`config.mk`:
```
export PLATFORM = sky130hd
export DESIGN_NAME = fft_bitrev_reorder
export DESIGN_NICKNAME = d
export VERILOG_FILES = /design/src/rtl/fft_pkg.sv /design/src/rtl/fft_reorder_ram.sv /design/src/rtl/fft_bitrev_reorder.sv
export SDC_FILE = /design/constraint.sdc
export NUM_CORES = 2
export LEC_CHECK = 0
export CORE_MARGIN = 1.5
export CORE_UTILIZATION = 35
export DETAILED_ROUTE_END_ITERATION = 7
export HOLD_SLACK_MARGIN = 0.08
export PLACE_DENSITY = 0.48
export SYNTH_ARGS = -nofsm -noshare
export SYNTH_HDL_FRONTEND = slang
export SYNTH_SLANG_ARGS = --single-unit
```
`constraint.sdc`:
```
create_clock -name clk -period 10.06 [get_ports clk]
set_input_delay 1.509 -clock clk [delete_from_list [all_inputs] [get_ports clk]]
set_output_delay 1.509 -clock clk [all_outputs]
set_load 0.005 [all_outputs]
```
`src/rtl/fft_pkg.sv`:
```
// Shared constants, FSM encodings and helpers for the FFT output reorder path.
// Defaults match a 16-point, 32-bit radix-2 SDF pipeline.
package fft_pkg;

  localparam int FFT_DATA_W = 32;
  localparam int FFT_N      = 16;
  localparam int FFT_LOG2N  = 4;

  typedef enum logic {
    W_IDLE,
    W_FILL
  } wstate_t;

  typedef enum logic {
    R_IDLE,
    R_DRAIN
  } rstate_t;

  function automatic logic [FFT_LOG2N-1:0] bitrev(
    input logic [FFT_LOG2N-1:0] x
  );
    logic [FFT_LOG2N-1:0] r;
    for (int i = 0; i < FFT_LOG2N; i++)
      r[i] = x[FFT_LOG2N-1-i];
    return r;
  endfunction

endpackage

```
`src/rtl/fft_reorder_ram.sv`:
```
// Simple dual-port RAM: one write port, one registered read port.
// The array itself is never reset; only the read register clears.
module fft_reorder_ram #(
  parameter int W  = 64,
  parameter int AW = 5
) (
  input  logic          clk,
  input  logic          rst,
  input  logic          we,
  input  logic [AW-1:0] waddr,
  input  logic [W-1:0]  wdata,
  input  logic          re,
  input  logic [AW-1:0] raddr,
  output logic [W-1:0]  rdata
);

  logic [W-1:0] mem [2**AW];

  always_ff @(posedge clk) begin
    if (we)
      mem[waddr] <= wdata;
  end

  always_ff @(posedge clk) begin
    if (rst)
      rdata <= '0;
    else if (re)
      rdata <= mem[raddr];
  end

endmodule

```
`src/rtl/fft_bitrev_reorder.sv`:
```
// Ping-pong reorder buffer: bit-reversed SDF output in, natural order out.
// One bank fills while the other drains, so frames stream without gaps.
module fft_bitrev_reorder
  import fft_pkg::*;
#(
  parameter int DATA_W = FFT_DATA_W,
  parameter int N      = FFT_N,
  parameter int LOG2N  = FFT_LOG2N
) (
  input  logic              clk,
  input  logic              rst,
  input  logic [DATA_W-1:0] in_real,
  input  logic [DATA_W-1:0] in_img,
  input  logic              in_start,
  output logic [DATA_W-1:0] out_real,
  output logic [DATA_W-1:0] out_img,
  output logic              out_valid,
  output logic              out_start,
  output logic              out_last,
  output logic              frame_abort
);

  localparam logic [LOG2N-1:0] LAST = LOG2N'(N - 1);
  localparam logic [LOG2N-1:0] ONE  = LOG2N'(1);

  wstate_t            wstate;
  rstate_t            rstate;
  logic [LOG2N-1:0]   wcnt;
  logic [LOG2N-1:0]   rcnt;
  logic [LOG2N-1:0]   rrev;
  logic [LOG2N-1:0]   wlo;
  logic               wbank;
  logic               rbank;
  logic               done_bank;
  logic               frame_done;
  logic               last_w;
  logic               we;
  logic               re;
  logic [2*DATA_W-1:0] rdata;

  assign last_w = (wstate == W_FILL) && (wcnt == LAST);
  assign we     = in_start || (wstate == W_FILL);
  // A start pulse always targets slot 0 unless it coincides with the last slot
  assign wlo    = (in_start && !last_w) ? '0 : wcnt;
  assign re     = (rstate == R_DRAIN);

  for (genvar i = 0; i < LOG2N; i++) begin : g_rev
    assign rrev[i] = rcnt[LOG2N-1-i];
  end

  always_ff @(posedge clk) begin
    if (rst) begin
      wstate      <= W_IDLE;
      wcnt        <= '0;
      wbank       <= 1'b0;
      done_bank   <= 1'b0;
      frame_done  <= 1'b0;
      frame_abort <= 1'b0;
    end else begin
      frame_done  <= 1'b0;
      frame_abort <= 1'b0;
      unique case (wstate)
        W_IDLE: begin
          if (in_start) begin
            wcnt   <= ONE;
            wstate <= W_FILL;
          end
        end
        W_FILL: begin
          if (last_w) begin
            wbank      <= ~wbank;
            done_bank  <= wbank;
            frame_done <= 1'b1;
            wcnt       <= '0;
            wstate     <= in_start ? W_FILL : W_IDLE;
          end else if (in_start) begin
            frame_abort <= 1'b1;
            wcnt        <= ONE;
          end else begin
            wcnt <= wcnt + ONE;
          end
        end
        default: wstate <= W_IDLE;
      endcase
    end
  end

  always_ff @(posedge clk) begin
    if (rst) begin
      rstate    <= R_IDLE;
      rcnt      <= '0;
      rbank     <= 1'b0;
      out_valid <= 1'b0;
      out_start <= 1'b0;
      out_last  <= 1'b0;
    end else begin
      out_valid <= re;
      out_start <= re && (rcnt == '0);
      out_last  <= re && (rcnt == LAST);
      unique case (rstate)
        R_IDLE: begin
          if (frame_done) begin
            rbank  <= done_bank;
            rcnt   <= '0;
            rstate <= R_DRAIN;
          end
        end
        R_DRAIN: begin
          rcnt <= rcnt + ONE;
          if (rcnt == LAST) begin
            if (frame_done)
              rbank <= done_bank;
            else
              rstate <= R_IDLE;
          end
        end
        default: rstate <= R_IDLE;
      endcase
    end
  end

  fft_reorder_ram #(
    .W  (2 * DATA_W),
    .AW (LOG2N + 1)
  ) u_ram (
    .clk   (clk),
    .rst   (rst),
    .we    (we),
    .waddr ({wbank, wlo}),
    .wdata ({in_real, in_img}),
    .re    (re),
    .raddr ({rbank, rrev}),
    .rdata (rdata)
  );

  assign out_real = rdata[2*DATA_W-1:DATA_W];
  assign out_img  = rdata[DATA_W-1:0];

endmodule
```
# --- Word-level counts from Yosys, hierarchy flattened ---
# Memories as Yosys holds them, arrays and structs flattened. A register that Yosys moved wholly into a read port is not among the register bits.
# Cells that the tools add are included.
totals:
  register_bits: 18
  latch_bits: 0
  ramBits: 2048
  rom_bits: 0
  mem_count: 1
mem_list:
  columns: ["memory", "words", "width", "read_ports", "rd_clocked_by_memory_dff", "wr", "line", "rtl"]
  rows:
  - ["u_ram.mem", 32, 64, 1, 1, 1, "fft_reorder_ram.sv:17", "logic [W-1:0] mem [2**AW];"]
op_classes:
  add_sub_neg: 2
  n_mul: 0
  div_mod_pow: 0
  magnitude_cmp: 0
  eq_ne: 5
  n_shift: 0
  muxes: 19
  bitwise_logic: 3
  n_reduce_logical: 10
op_table:
  columns: ["operator", "count"]
  rows:
  - ["4-bit 2-to-1 mux", 5]
  - ["4-bit one-hot mux with 2 select lines", 2]
  - ["1-bit 2-to-1 mux", 9]
  - ["4-bit by 1-bit adder with 4-bit output (second input constant)", 2]
  - ["4-bit == test (second input constant)", 2]
  - ["1-bit one-hot mux with 2 select lines", 3]
  - ["1-bit logical AND", 4]
  - ["4-bit logical NOT", 1]
  - ["2-bit inequality test (second input constant)", 2]
  - ["1-bit NOT", 3]
  - ["3-bit OR reduction", 1]
  - ["2-bit by 1-bit inequality test with 1-bit output (second input constant)", 1]
  - ["2-bit AND reduction", 1]
  - ["2-bit OR reduction", 1]
  - ["1-bit logical NOT", 1]
  - ["1-bit logical OR", 1]

# --- Depth between registers and ports, before layout ---
logic_depth:
  word_depth: 5
  mapped_depth: 11
  depth_no_buf: 6

# --- Hierarchy ---
# From an unflattened synthesis, not the netlist that was laid out.
hier_totals:
  hier_cells: 4006
  area_unflattened_um2: 81803.5
by_module_without_submodules:
  columns: ["module", "n_inst", "cells_per_inst", "area_per_inst_um2", "seq_area_each_um2"]
  rows:
  - ["fft_reorder_ram", 1, 3922, 81040.2, 62780.2]
  - ["fft_bitrev_reorder", 1, 84, 763.2, 360.3]

# --- Worst setup path before layout ---
# OpenSTA, ideal clock, no wires.
synth_timing:
  kind: "input-to-reg"
  from: "in in_start"
  to: "mem u_ram.mem[20][0], enable pin"
  setup_time_ns: 0.644
  arrival_ns: 7.961
  setup_slack_ns: 1.456
  path_stages: 3
  n_path_buf: 0
  cell_sequence: "nor3b_1 -> nand2_1 -> nor4_1"
synth_via:
  elab_chain_len: 3
  word_cells_on_any_way: 5
  cone_classes: "mux: 3; reduce/logical: 2"
synth_lines:
  columns: ["item", "line", "rtl"]
  rows:
  - ["start, declared", "fft_bitrev_reorder.sv:14", "input logic in_start,"]
  - ["1-bit logical OR", "fft_bitrev_reorder.sv:42", "assign we = in_start || (wstate == W_FILL);"]
  - ["1-bit 2-to-1 mux", "fft_reorder_ram.sv:20", "if (we)"]
  - ["1-bit 2-to-1 mux (not written as such)", "fft_reorder_ram.sv:21", "mem[waddr] <= wdata;"]
  - ["end, declared", "fft_reorder_ram.sv:17", null]
# Parallel ways exist; a longest one is shown, timed or not.

# --- Final worst setup path ---
layout_timing:
  from: "in in_start"
  to: "mem u_ram.mem[9][5], enable pin"
# Same word-level chain as after synthesis.

==> flow_summary.yaml <==
timing:
  fin_skew_ns: 0.0289
  slew_headroom_pct: 11.0
  worst_slack_ns: 5.06
  finalCritPeriodShare_pct: 49.7
  worst_pin_slew_ns: 1.33
  setup_viol: 0
  slew_violations: 0
  setup_tns_ns: 0
  period_needed_ns: 5.00
  hold_viol: 0
  timing.fmax_mhz: 200
  rsz0062_at_grt: "false"
yosys:
  synth_area_leader_cell: "edfxtp_1"
  async_flop_share_pct: 0
  syn_nets: 4263
  syn_inst: 4193
  postSynthAreaPerCell_sq_um: 19.5
  synth.area.top_cells: "edfxtp_1 75%, mux4_2 7.6%, mux2i_1 6.2%"
  synth_area_sq_um: 81900
  synth_edf_count: 2048
  synth_cell_types: 57
  ys_seq_area_share_pct: 77.1
  synth_seq_cells: 2130
  synth_ff_type: "edfxtp_1"
  synth_top_area_share_pct: 75.1
  ys_warn_count: 0
grt:
  grtUsageTotal_pct: 18.4
  grt_max_degree: 122
  grt_pass1_wl_um: 314000
  grt_antenna_before_repair: 11
  grt_pass1_vias: 41733
  grt_overflow_total: 0
drt:
  routed_wl_um: 220000
  ant_nets: 0
  drcViolationCount: 0
  post_drt_wl_per_cell_um: 28.4
  first_pass_iters: 5
  drt_iter0_drc: 3558
  route.vias.total: 41012
  avgViaCountPerCell: 5.30
pwr:
  ir_drop_mv: 0.126
  seq_power_share_pct: 53.8
  netSwitchingPower_uw: 3600
  pwr-share-clk_pct: 44.8
  internal_power_uw: 14600
  power_density_nw_per_um2: 193
  leakage_uw: 0.0278
  comb_power_share_pct: 1.5
  p_sw_share_pct: 19.8
setup_path:
  endpoint: "u_ram.mem[9][5]"
  r2r-start: "wcnt[1]"
  worst_setup_path_end_kind: "flip-flop"
  ff2ff_path_depth: 6
  critical_path_arrival_ns: 5.45
  required_ns: 10.51
  r2r_end: "u_ram.mem[9][5]"
  critPathLaunchType: "input port"
  reg2reg_setup_slack_ns: 5.44
  path_max_fanout: 45
  startpoint: "in_start"
  critical_path_class: "in2reg"
floorplanning:
  dieArea_sq_um: 237000
  dieHeight_um: 487
  rows: 177
  die_x_um: 487
  io_pins: 135
  coreArea_sq_um: 233000
  start_util_pct: 35.2
place:
  hpwl_um: 117000
  port_buffers: 134
  pre_cts_ws_ns: 4.21
  place_congestion: 0.748
layout:
  layout-drive-gt1-share_pct: 16.8
  final_cell_mix: "2,048 x edfxtp_1, 508 x mux2i_1, 278 x mux4_2"
  final_common_cell: "edfxtp_1"
  syn2layout_area_growth_pct: 15.0
  nets: 4477
  nFillCells: 20753
clock_network:
  cts_resized: 0
  cts_tree: "done"
  postCtsSetupRepairBufs: 0
  clock_path_buffers: 3
  clockRootBuffer: "clkbuf_16"
  clk_latency_ns: 0.85
  cts_buffers: 221
  clkTransAtPathRegs_ns: 0.06
  htreeDepth: 4
  cts-hold-fix-buffers: 0
  clock_sinks: 2130
min_path:
  hold_depth: 2
  hold_class: "reg2reg"
flow_run:
  maxCapViolCount: 0
status:
  status: "complete, no violations"
power groups by stage:
stage / logic, uW / registers (uW) / clock network, uW
floorplan: 67.3 / 9940 / 0
global placement: 265 / 9940 / 0
detailed placement: 271 / 9950 / 0
CTS: 271 / 9760 / 8310
global route: 289 / 9760 / 8640
finish: 265 / 9760 / 8130
sequential cells by signal, summed over array words and instances (netlist names), 4 cells and up:
| signal | flops |
|---|---|
| rcnt | 4 |
| wcnt | 4 |
| u_ram.mem | 2048 |
| u_ram.rdata | 64 |
cells in the mapped netlist, types with 37 or more instances:
cell type	n
edfxtp_1	2048
a21oi_1	102
mux4_2	278
nor3_1	63
mux2i_1	508
dfxtp_1	82
a22oi_1	55
nor2_1	105
o21ai_0	37
nor2b_1	48
buf_2	65
o22ai_1	182
clkbuf_1	106
nand2_1	189
critical path, cell delays in order:
cell and delay (ns):
clkdlybuf4s50_1 0.68, a21boi_0 0.46, nand3b_1 0.68, nor2_4 1.05, buf_4 0.97
routing by layer:
| metal | global-route usage, % | share of wire [%] | vias up | wire [um] |
|---|---|---|---|---|
| li1 | - | - | 17572 | - |
| met1 | 26.6 | 46 | 22081 | 102000 |
| met2 | 29.2 | 47 | 1083 | 103000 |
| met3 | 2.64 | 4.7 | 276 | 10400 |
| met4 | 4.60 | 2.2 | 0 | 4840 |
| met5 | 0 | 0 | - | 0 |
cell type report:
type	instances	area, sq um	share of cell area, %
Sequential cell	2130	63200	67.1
Multi-Input combinational cell	1803	17600	18.6
Clock inverter	93	943	1.00
Timing Repair Buffer	246	2280	2.42
Inverter	5	22.5	0.0239
Clock buffer	324	6310	6.69
Tap cell	3132	3920	4.16
Antenna cell	3	7.51	0.00797
per-stage QoR:
stage	hold WS (ns)	area, sq um	std cells	util (%)	power [uW]
after floorplan	0.444	81900	4193	-	10000
after global placement	0.464	86900	7316	37.4	10200
after detailed placement	0.459	86900	7316	37.4	10200
after CTS	0.467	94200	7733	40.5	18300
after global routing	0.503	94200	7735	40.5	18700
final	0.467	94200	7736	40.5	18200
cell families after synthesis:
logic type / after synthesis / share of synthesized area [%]
and+or+nand+nor: 482 / 2.69
xor gates and xnor gates: 4 / 0.0428
AOI/OAI and AO/OA: 522 / 4.32
DFF: 2130 / 77.1
adders and majority gates: 3 / 0.0458
buffers and inverters: 260 / 1.91
muxes: 792 / 13.9
worst min-delay path by stage:
| stage | start | to | slack [ns] |
|---|---|---|---|
| 5_1_grt | done_bank | rbank | 0.50 |
| 2_1_floorplan | done_bank | rbank | 0.44 |
| 4_1_cts | done_bank | rbank | 0.47 |
| 3_3_place_gp | done_bank | rbank | 0.46 |
| 3_5_place_dp | done_bank | rbank | 0.46 |
| 6_report | done_bank | rbank | 0.47 |
(Power assumes the default switching activity.)
